File: src/rtl/uart_tx_fifo_if.sv
// ============================================================================
// uart_tx_fifo_if
// Byte-push handshake and serial-line outputs of the UART transmit FIFO.
// Revision: 1.0
// ============================================================================
`default_nettype none

interface uart_tx_fifo_if;
    logic       in_en;
    logic [7:0] in_data;
    logic       in_busy;
    logic       txd;
    logic       tx_idle;

    modport master (
        output in_en,
        output in_data,
        input  in_busy,
        input  txd,
        input  tx_idle
    );

    modport slave (
        input  in_en,
        input  in_data,
        output in_busy,
        output txd,
        output tx_idle
    );
endinterface

`default_nettype wire

File: src/rtl/uart_tx_fifo.sv
// ============================================================================
// uart_tx_fifo
// Byte FIFO feeding an 8N1 UART serializer; define UART_TX_PARITY_EN to
// insert an even-parity bit between the data bits and the stop bit.
// Revision: 1.0
// ============================================================================
`default_nettype none

module uart_tx_fifo #(
    parameter int CLKS_PER_BIT = 868,
    parameter int FIFO_DEPTH   = 16
) (
    input  logic          clk,
    input  logic          rst_n,
    uart_tx_fifo_if.slave bus
);

    localparam int BAUD_W = $clog2(CLKS_PER_BIT);
    localparam int PTR_W  = $clog2(FIFO_DEPTH);
    localparam int CNT_W  = PTR_W + 1;
    localparam logic [BAUD_W-1:0] BAUD_LAST = BAUD_W'(CLKS_PER_BIT - 1);
    localparam logic [CNT_W-1:0]  CNT_FULL  = CNT_W'(FIFO_DEPTH);

    typedef enum logic [2:0] {
        S_IDLE   = 3'd0,
        S_START  = 3'd1,
        S_DATA   = 3'd2,
`ifdef UART_TX_PARITY_EN
        S_PARITY = 3'd3,
`endif
        S_STOP   = 3'd4
    } state_t;

    // ------------------------------------------------------------------
    // Byte FIFO
    // ------------------------------------------------------------------
    logic [7:0]       mem_q [FIFO_DEPTH];
    logic [PTR_W-1:0] wr_ptr_q, wr_ptr_d;
    logic [PTR_W-1:0] rd_ptr_q, rd_ptr_d;
    logic [CNT_W-1:0] count_q, count_d;
    logic             fifo_full;
    logic             fifo_empty;
    logic             push;
    logic             pop;
    logic [7:0]       head_byte;

    // Fullness comes from the registered count, so a same-cycle pop never
    // makes room for a same-cycle push.
    assign fifo_full  = (count_q == CNT_FULL);
    assign fifo_empty = (count_q == '0);
    assign push       = bus.in_en && !fifo_full;
    assign head_byte  = mem_q[rd_ptr_q];

    always_comb begin
        wr_ptr_d = wr_ptr_q;
        rd_ptr_d = rd_ptr_q;
        count_d  = count_q;
        if (push) begin
            wr_ptr_d = wr_ptr_q + 1'b1;
        end
        if (pop) begin
            rd_ptr_d = rd_ptr_q + 1'b1;
        end
        case ({push, pop})
            2'b10:   count_d = count_q + 1'b1;
            2'b01:   count_d = count_q - 1'b1;
            default: count_d = count_q;
        endcase
    end

    always_ff @(posedge clk or negedge rst_n) begin
        if (!rst_n) begin
            wr_ptr_q <= '0;
            rd_ptr_q <= '0;
            count_q  <= '0;
        end else begin
            wr_ptr_q <= wr_ptr_d;
            rd_ptr_q <= rd_ptr_d;
            count_q  <= count_d;
        end
    end

    always_ff @(posedge clk) begin
        if (push) begin
            mem_q[wr_ptr_q] <= bus.in_data;
        end
    end

    // ------------------------------------------------------------------
    // Serializer
    // ------------------------------------------------------------------
    state_t            state_q;
    logic [BAUD_W-1:0] baud_q;
    logic [2:0]        bit_q;
    logic [7:0]        shift_q;
    logic              txd_q;
    logic              tx_idle_q;
    logic              bit_done;
`ifdef UART_TX_PARITY_EN
    logic              par_q;
`endif

    assign bit_done = (baud_q == BAUD_LAST);

    // Popping straight out of a finishing STOP keeps frames gap-free.
    assign pop = !fifo_empty &&
                 ((state_q == S_IDLE) || ((state_q == S_STOP) && bit_done));

    always_ff @(posedge clk or negedge rst_n) begin
        if (!rst_n) begin
            state_q   <= S_IDLE;
            baud_q    <= '0;
            bit_q     <= '0;
            shift_q   <= '0;
            txd_q     <= 1'b1;
            tx_idle_q <= 1'b1;
`ifdef UART_TX_PARITY_EN
            par_q     <= 1'b0;
`endif
        end else begin
            tx_idle_q <= (state_q == S_IDLE) && fifo_empty;

            // Line level trails the state by one register stage.
            case (state_q)
                S_START:  txd_q <= 1'b0;
                S_DATA:   txd_q <= shift_q[0];
`ifdef UART_TX_PARITY_EN
                S_PARITY: txd_q <= par_q;
`endif
                default:  txd_q <= 1'b1;
            endcase

            if (pop) begin
                state_q <= S_START;
                baud_q  <= '0;
                bit_q   <= '0;
                shift_q <= head_byte;
`ifdef UART_TX_PARITY_EN
                par_q   <= ^head_byte;
`endif
            end else if (state_q != S_IDLE) begin
                if (!bit_done) begin
                    baud_q <= baud_q + 1'b1;
                end else begin
                    baud_q <= '0;
                    case (state_q)
                        S_START: state_q <= S_DATA;
                        S_DATA: begin
                            shift_q <= shift_q >> 1;
                            bit_q   <= bit_q + 3'd1;
                            if (bit_q == 3'd7) begin
`ifdef UART_TX_PARITY_EN
                                state_q <= S_PARITY;
`else
                                state_q <= S_STOP;
`endif
                            end
                        end
`ifdef UART_TX_PARITY_EN
                        S_PARITY: state_q <= S_STOP;
`endif
                        default: state_q <= S_IDLE;
                    endcase
                end
            end
        end
    end

    assign bus.in_busy = fifo_full;
    assign bus.txd     = txd_q;
    assign bus.tx_idle = tx_idle_q;

endmodule

`default_nettype wire

File: src/flat_wrapper.sv
// flat-port wrapper written by rule: the top's interface ports become plain ports
module uart_tx_fifo_flat 
#(
    parameter int CLKS_PER_BIT = 868,
    parameter int FIFO_DEPTH   = 16
)
  (clk, rst_n, bus_in_en, bus_in_data, bus_in_busy, bus_txd, bus_tx_idle);
  uart_tx_fifo_if bus_i ();
  input  logic clk;
  input  logic rst_n;
  input wire logic [$bits(bus_i.in_en)-1:0] bus_in_en;
  input wire logic [$bits(bus_i.in_data)-1:0] bus_in_data;
  output wire logic [$bits(bus_i.in_busy)-1:0] bus_in_busy;
  output wire logic [$bits(bus_i.txd)-1:0] bus_txd;
  output wire logic [$bits(bus_i.tx_idle)-1:0] bus_tx_idle;
  assign bus_i.in_en = bus_in_en;
  assign bus_i.in_data = bus_in_data;
  assign bus_in_busy = bus_i.in_busy;
  assign bus_txd = bus_i.txd;
  assign bus_tx_idle = bus_i.tx_idle;
  uart_tx_fifo #(.CLKS_PER_BIT(CLKS_PER_BIT), .FIFO_DEPTH(FIFO_DEPTH)) u_core (.clk(clk), .rst_n(rst_n), .bus(bus_i));
endmodule
File: config.mk
export PLATFORM = sky130hd
export DESIGN_NAME = uart_tx_fifo_flat
export DESIGN_NICKNAME = d
export VERILOG_FILES = /design/src/rtl/uart_tx_fifo_if.sv /design/src/rtl/uart_tx_fifo.sv /design/src/flat_wrapper.sv
export SDC_FILE = /design/constraint.sdc
export NUM_CORES = 1
export LEC_CHECK = 0
export BUFFER_PORTS_ARGS = -buffer_cell sky130_fd_sc_hd__buf_2
export CAP_MARGIN = 20
export CORE_ASPECT_RATIO = 1.4
export CORE_MARGIN = 2
export CORE_UTILIZATION = 45
export CTS_CLUSTER_DIAMETER = 30
export DETAILED_ROUTE_END_ITERATION = 16
export PLACE_DENSITY = 0.7
export SYNTH_ARGS = -nofsm -noshare
export SYNTH_HDL_FRONTEND = slang
export SYNTH_SLANG_ARGS = --single-unit
File: constraint.sdc
create_clock -name clk -period 3 [get_ports clk]
set_clock_uncertainty 0.2 [all_clocks]
set_input_delay 0.15 -clock clk [delete_from_list [all_inputs] [get_ports clk]]
set_output_delay 0.15 -clock clk [all_outputs]
set_load 0.02 [all_outputs]
# Yosys cells after proc, flatten, opt, wreduce, memory -nomap -nowiden
# Memory sizes are Yosys's and may differ from the RTL's.
# Cells that the tools add are included.
[classes] n_addsub=6 eq_ne=9 mux=20 reduce_logical=16
[op_table] operator="$mux 8" n=4
[op_table] operator="$mux 10" n=3
[op_table] operator="$mux 3" n=8
[op_table] operator="$add 10x1->10 const B" n=1
[op_table] operator="$eq 10x10->1 const B" n=1
[op_table] operator="$pmux 5 s2" n=1
[op_table] operator="$add 4x1->4 const B" n=2
[op_table] operator="$reduce_bool 2->1" n=4
[op_table] operator="$eq 3x3->1 const B" n=2
[op_table] operator="$pmux 3 s2" n=1
[op_table] operator="$reduce_and 3->1" n=2
[op_table] operator="$add 5x1->5 const B" n=1
[op_table] operator="$eq 5x5->1 const B" n=1
[op_table] operator="$logic_not 5->1" n=1
[op_table] operator="$sub 5x1->5 const B" n=1
[op_table] operator="$logic_and 1x1->1" n=4
[op_table] operator="$add 3x1->3 const B" n=1
[op_table] operator="$eq 3x1->1 const B" n=1
[op_table] operator="$eq 3x2->1 const B" n=1
[op_table] operator="$logic_not 3->1" n=1
[op_table] operator="$ne 3x1->1 const B" n=1
[op_table] operator="$reduce_bool 3->1" n=1
[op_table] operator="$eq 2x1->1 const B" n=1
[op_table] operator="$eq 2x2->1 const B" n=1
[op_table] operator="other kinds (4)" n=6
[word_totals] reg_bits=39 ram_bits=128 in_bits=11 memories=1
[memory_table] memory="u_core.mem_q" depth=16 word_bits=8 rd=1 rd_clocked_by_memory_dff=0 write_ports=1 line_no="uart_tx_fifo.sv:37" rtl="logic [7:0] mem_q [FIFO_DEPTH];"

# Logic depth before layout (Yosys ltp)
[depth] depth_word=6 ltp_mapped=14

# Worst setup path before layout
# OpenSTA, ideal clock, no wires.
[synth_timing] kind="flip-flop to flip-flop" start="register u_core.count_q[1]" end="register u_core.count_q[4]" setup_time_ns=0.130 arrival_time_ns=2.685 required_time_ns=2.670 slack_ns=-0.015 path_stages_with_launch=15 path_buffers=4 cell_sequence="dfrtp_1 -> buf_6 -> or4_4 -> buf_6 -> o21ai_4 -> buf_6 -> nor2_4 -> ha_1 -> clkbuf_1 -> xor2_1 -> ha_1 -> and3b_1 -> o21ai_0 -> a21oi_1 -> xor2_1"
[synth_between] elab_chain_cells=5
[synth_rtl] element="start, declared" line_no="uart_tx_fifo.sv:40" rtl="logic [CNT_W-1:0] count_q, count_d;"
[synth_rtl] element="start signal, assigned" line_no="uart_tx_fifo.sv:79" rtl="count_q <= count_d;"
[synth_rtl] element="$logic_not 5->1 *" line_no="uart_tx_fifo.sv:50" rtl="assign fifo_empty = (count_q == '0);"
[synth_rtl] element="$logic_not 1->1 *" line_no="uart_tx_fifo.sv:106" rtl="assign pop = !fifo_empty &&"
[synth_rtl] element="$logic_and 1x1->1 *" line_no="uart_tx_fifo.sv:106"
[synth_rtl] element="named net u_core.pop" line_no="uart_tx_fifo.sv:44" rtl="logic pop;"
[synth_rtl] element="$eq 2x1->1 or $eq 2x2->1 (tied branches)" line_no="uart_tx_fifo.sv:64" rtl="case ({push, pop})"
[synth_rtl] element="$pmux 5 s2 or $reduce_bool 2->1 (tied branches)"
# The timed path passes the listed nets; every way through them passes the cells marked *.
# A chain may end at the register's enable or synchronous reset.

# Worst setup path in the final report
[layout_timing] start="register u_core.count_q[0]" end="register u_core.count_q[4]"
# Same word-level chain as after synthesis.

==> flow_metrics.env <==
export IMPL_status="finished clean"
export IMPL_ant_nets=0
export IMPL_synth_distinct_cells=49
export IMPL_fin_tns_setup_ps=0
export IMPL_rsz0062_at_grt="false"
export IMPL_worst_pin_slew_ps=930
export IMPL_drt_pre_antenna_iters=5
export IMPL_cts_tree="built"
export IMPL_maxSlewViolCount=0
export IMPL_first_iter_violations=196
export IMPL_placed_cell_area_um2=7310
export IMPL_synth_edf_count=128
export IMPL_grt_total_usage_pct=17.2
export IMPL_start_util_pct=45.5
export IMPL_ir_drop_uv=389
export IMPL_portBuffers=13
export IMPL_rows=54
export IMPL_drc=0
export IMPL_drt_total_wl_um=13000
export IMPL_viasPerCell=5.69
export IMPL_grt_pass1_wl_um=20700
export IMPL_synth_top_flop_cell="edfxtp_1"
export IMPL_synth_compound_area_share_pct=7.21
export IMPL_core_um2=15400
export IMPL_diodes=0
export IMPL_syn_area_per_cell_um2=17.0
export IMPL_synth_top_family_by_area="multiplexers"
export IMPL_p_per_area_nw_per_um2=894
export IMPL_via_count=3711
export IMPL_globalRouteMet1Util_pct=18.9
export IMPL_worst_setup_path_type="register to register"
export IMPL_design_die_area_um2=16600
export IMPL_holdPathEnd="u_core.wr_ptr_q[0]$_DFFE_PN0P_"
export IMPL_hp_class="input pin to register"
export IMPL_arrival_ps=2910
export IMPL_cp_required_ps=3090
export IMPL_cts_sinks=167
export IMPL_use_met3_pct=3.55
export IMPL_synth_xor_area_share_pct=1.87
export IMPL_synthSimpleGateAreaFrac_pct=6.35
export IMPL_grt_remaining_overflow=0
export IMPL_use_met2_pct=31.5
export IMPL_grt_max_degree=40
export IMPL_clk_insertion_delay_late_ps=440
export IMPL_fmax_mhz=355
export IMPL_syn_nets=435
export IMPL_cts_inserted_buffers=17
export IMPL_syn_area_um2=7020
export IMPL_min_path_cells=4
export IMPL_cts_setup_buffers=0
export IMPL_clkTransAtPathRegs_ps=70
export IMPL_cp_max_fo=8
export IMPL_synthMuxAreaShare_pct=11.2
export IMPL_min_period_over_period_pct=94.0
export IMPL_drive_gt1_share_pct=23.2
export IMPL_clock_path_buffers=2
export IMPL_async_flop_share_pct=23.4
export IMPL_die_h_um=152
export IMPL_r2r_cells=10
export IMPL_grt_busiest_layer="met2"
export IMPL_critPathLaunchType="register"
export IMPL_root_buffer="clkbuf_16"
export IMPL_slew_headroom_pct=37.8
export IMPL_gp_congestion=0.822
export IMPL_fp_dieW_um=110
export IMPL_place_hpwl_um=8770
export IMPL_grt_pass1_vias=3872
export IMPL_h_tree_depth=4
export IMPL_r2r_end="u_core.count_q[4]$_DFFE_PN0P_"
export IMPL_area_growth_pct=14.1
export IMPL_final_nets=465
export IMPL_antenna_found_initial=0
export IMPL_wl_per_cell_um=20.0
export IMPL_finalHoldViolCount=0
export IMPL_syn_instance_count=413
export IMPL_fin_area_um2=8010
export IMPL_synth_fa_ha_area_share_pct=1.96
export IMPL_p_leak_nw=2.83
export IMPL_yosysWarnings=0
export IMPL_cp_end_kind="register"
export IMPL_timing_final_crit_period_ps=2820
export IMPL_max_cap_violations=0
export IMPL_setup_viol_count_final=0
export IMPL_holdCritStartpoint="bus_in_en"
export IMPL_synth_seq_area_share_pct=68.7
export IMPL_io_pins=14
export IMPL_r2r_slack_ps=180
export IMPL_timing_rr_start="u_core.count_q[0]$_DFFE_PN0P_"
export IMPL_ys_ff_latch=167
## placed cells by master (no fill, tap or decap), types with 3 or more instances in the layout
cell type,count
o31ai_1,6
clkinv_4,4
a22o_1,17
a221oi_1,7
ha_1,10
buf_4,13
nor4_1,9
nor2_1,18
inv_1,14
nor2b_1,3
or3_1,6
nand2_1,14
edfxtp_1,128
inv_6,3
o21ai_0,8
nand3_1,5
a21oi_1,11
nor3_1,7
clkbuf_16,17
buf_2,13
xor2_1,11
xnor2_1,4
a21o_1,3
clkinv_8,3
dfrtp_1,36
inv_8,3
and2_1,4
dlygate4sd3_1,9
mux4_2,32
mux2i_1,3
nand4_1,3
## routing by layer
| layer | vias to the layer above | share of wire [%] | routed length, um |
|---|---|---|---|
| li1 | 1700 | - | - |
| met4 | 0 | 2.0 | 256 |
| met1 | 1924 | 39 | 5090 |
| met5 | - | 0 | 0 |
| met2 | 66 | 56 | 7300 |
| met3 | 21 | 2.8 | 370 |
## cells in the mapped netlist (4+ instances only)
master	count	area, um2
o31ai_1	6	45.0
inv_1	14	52.6
and2_1	4	25.0
nor3_1	7	35.0
nand2_1	14	52.6
a221oi_1	7	61.3
nand3_1	5	25.0
buf_2	10	50.1
a21oi_1	11	55.1
xor2_1	11	96.3
dfrtp_1	37	926
nor4_1	9	56.3
or3_1	6	37.5
a22o_1	17	149
xnor2_1	4	35.0
edfxtp_1	128	3840
o21ai_0	8	40.0
mux4_2	32	721
ha_1	11	138
clkbuf_1	9	33.8
nor2_1	18	67.6
## critical path, cell delays in order (launching register included)
cell	delay [ps]
dfrtp_1	450
or4_4	630
o21ai_4	200
nor2_4	90
ha_4	200
xor2_1	150
ha_1	210
and3b_1	170
o21ai_0	150
a21oi_1	100
xor2_1	140
## cells by family after synthesis
group           Yosys count
flops                   167
simple gates             81
compound gates           62
buf+inv                  39
mux                      38
xor+xnor                 15
fa+ha+maj                11
## sequential cells by signal, indices dropped and copies added (netlist names)
name	cells
u_core.bus.tx_idle	1
u_core.count_q	5
u_core.shift_q	8
u_core.mem_q	128
u_core.bit_q	3
u_core.state_q	3
u_core.bus.txd	1
u_core.baud_q	10
u_core.rd_ptr_q	4
u_core.wr_ptr_q	4
## power by group
part           internal, W  switching [W]
registers          0.00287       0.000314
logic             0.000906       0.000961
clock network      0.00111       0.000992
## cell type report
cell class,instances,area [um2]
clock inverters,15,159
multi-input cells,207,2030
repair buffers,36,273
fillers,1247,7400
flip-flops and latches,167,4820
well taps,196,245
clock buffers,17,425
inverters,14,52.6
## how the worst max path moves through the flow
| stage | endpoint | startpoint | slack [ps] | cells after the start |
|---|---|---|---|---|
| after global routing | u_core.count_q[4]$_DFFE_PN0P_ | u_core.baud_q[0]$_DFFE_PN0P_ | 6 | 11 |
| after CTS | u_core.count_q[4]$_DFFE_PN0P_ | u_core.count_q[0]$_DFFE_PN0P_ | 50 | 10 |
| final | u_core.count_q[4]$_DFFE_PN0P_ | u_core.count_q[0]$_DFFE_PN0P_ | 180 | 10 |
| after global placement | u_core.count_q[4]$_DFFE_PN0P_ | u_core.count_q[0]$_DFFE_PN0P_ | 150 | 10 |
| after floorplan | u_core.count_q[4]$_DFFE_PN0P_ | u_core.count_q[1]$_DFFE_PN0P_ | 20 | 14 |
| after detailed placement | u_core.count_q[4]$_DFFE_PN0P_ | u_core.count_q[0]$_DFFE_PN0P_ | 60 | 10 |
## what timing repair did
action,CTS,global route
endpoints found under the hold margin,165,0
resized for setup,0,3
endpoints found under the setup margin,0,3
hold buffers,9,0
## stage by stage
step	total power [W]	setup slack, ps	utilization, %	instances	hold WS, ps
final	0.00715	180	52.0	652	92.3
after global routing	0.00750	5.94	52.0	652	115
after CTS	0.00720	48.1	51.8	652	73.9
after detailed placement	0.00510	55.7	47.5	611	128
after global placement	0.00501	149	47.5	611	115
after floorplan	0.00461	24.2	-	413	-346
No activity file was read; power rests on OpenSTA's default activity.
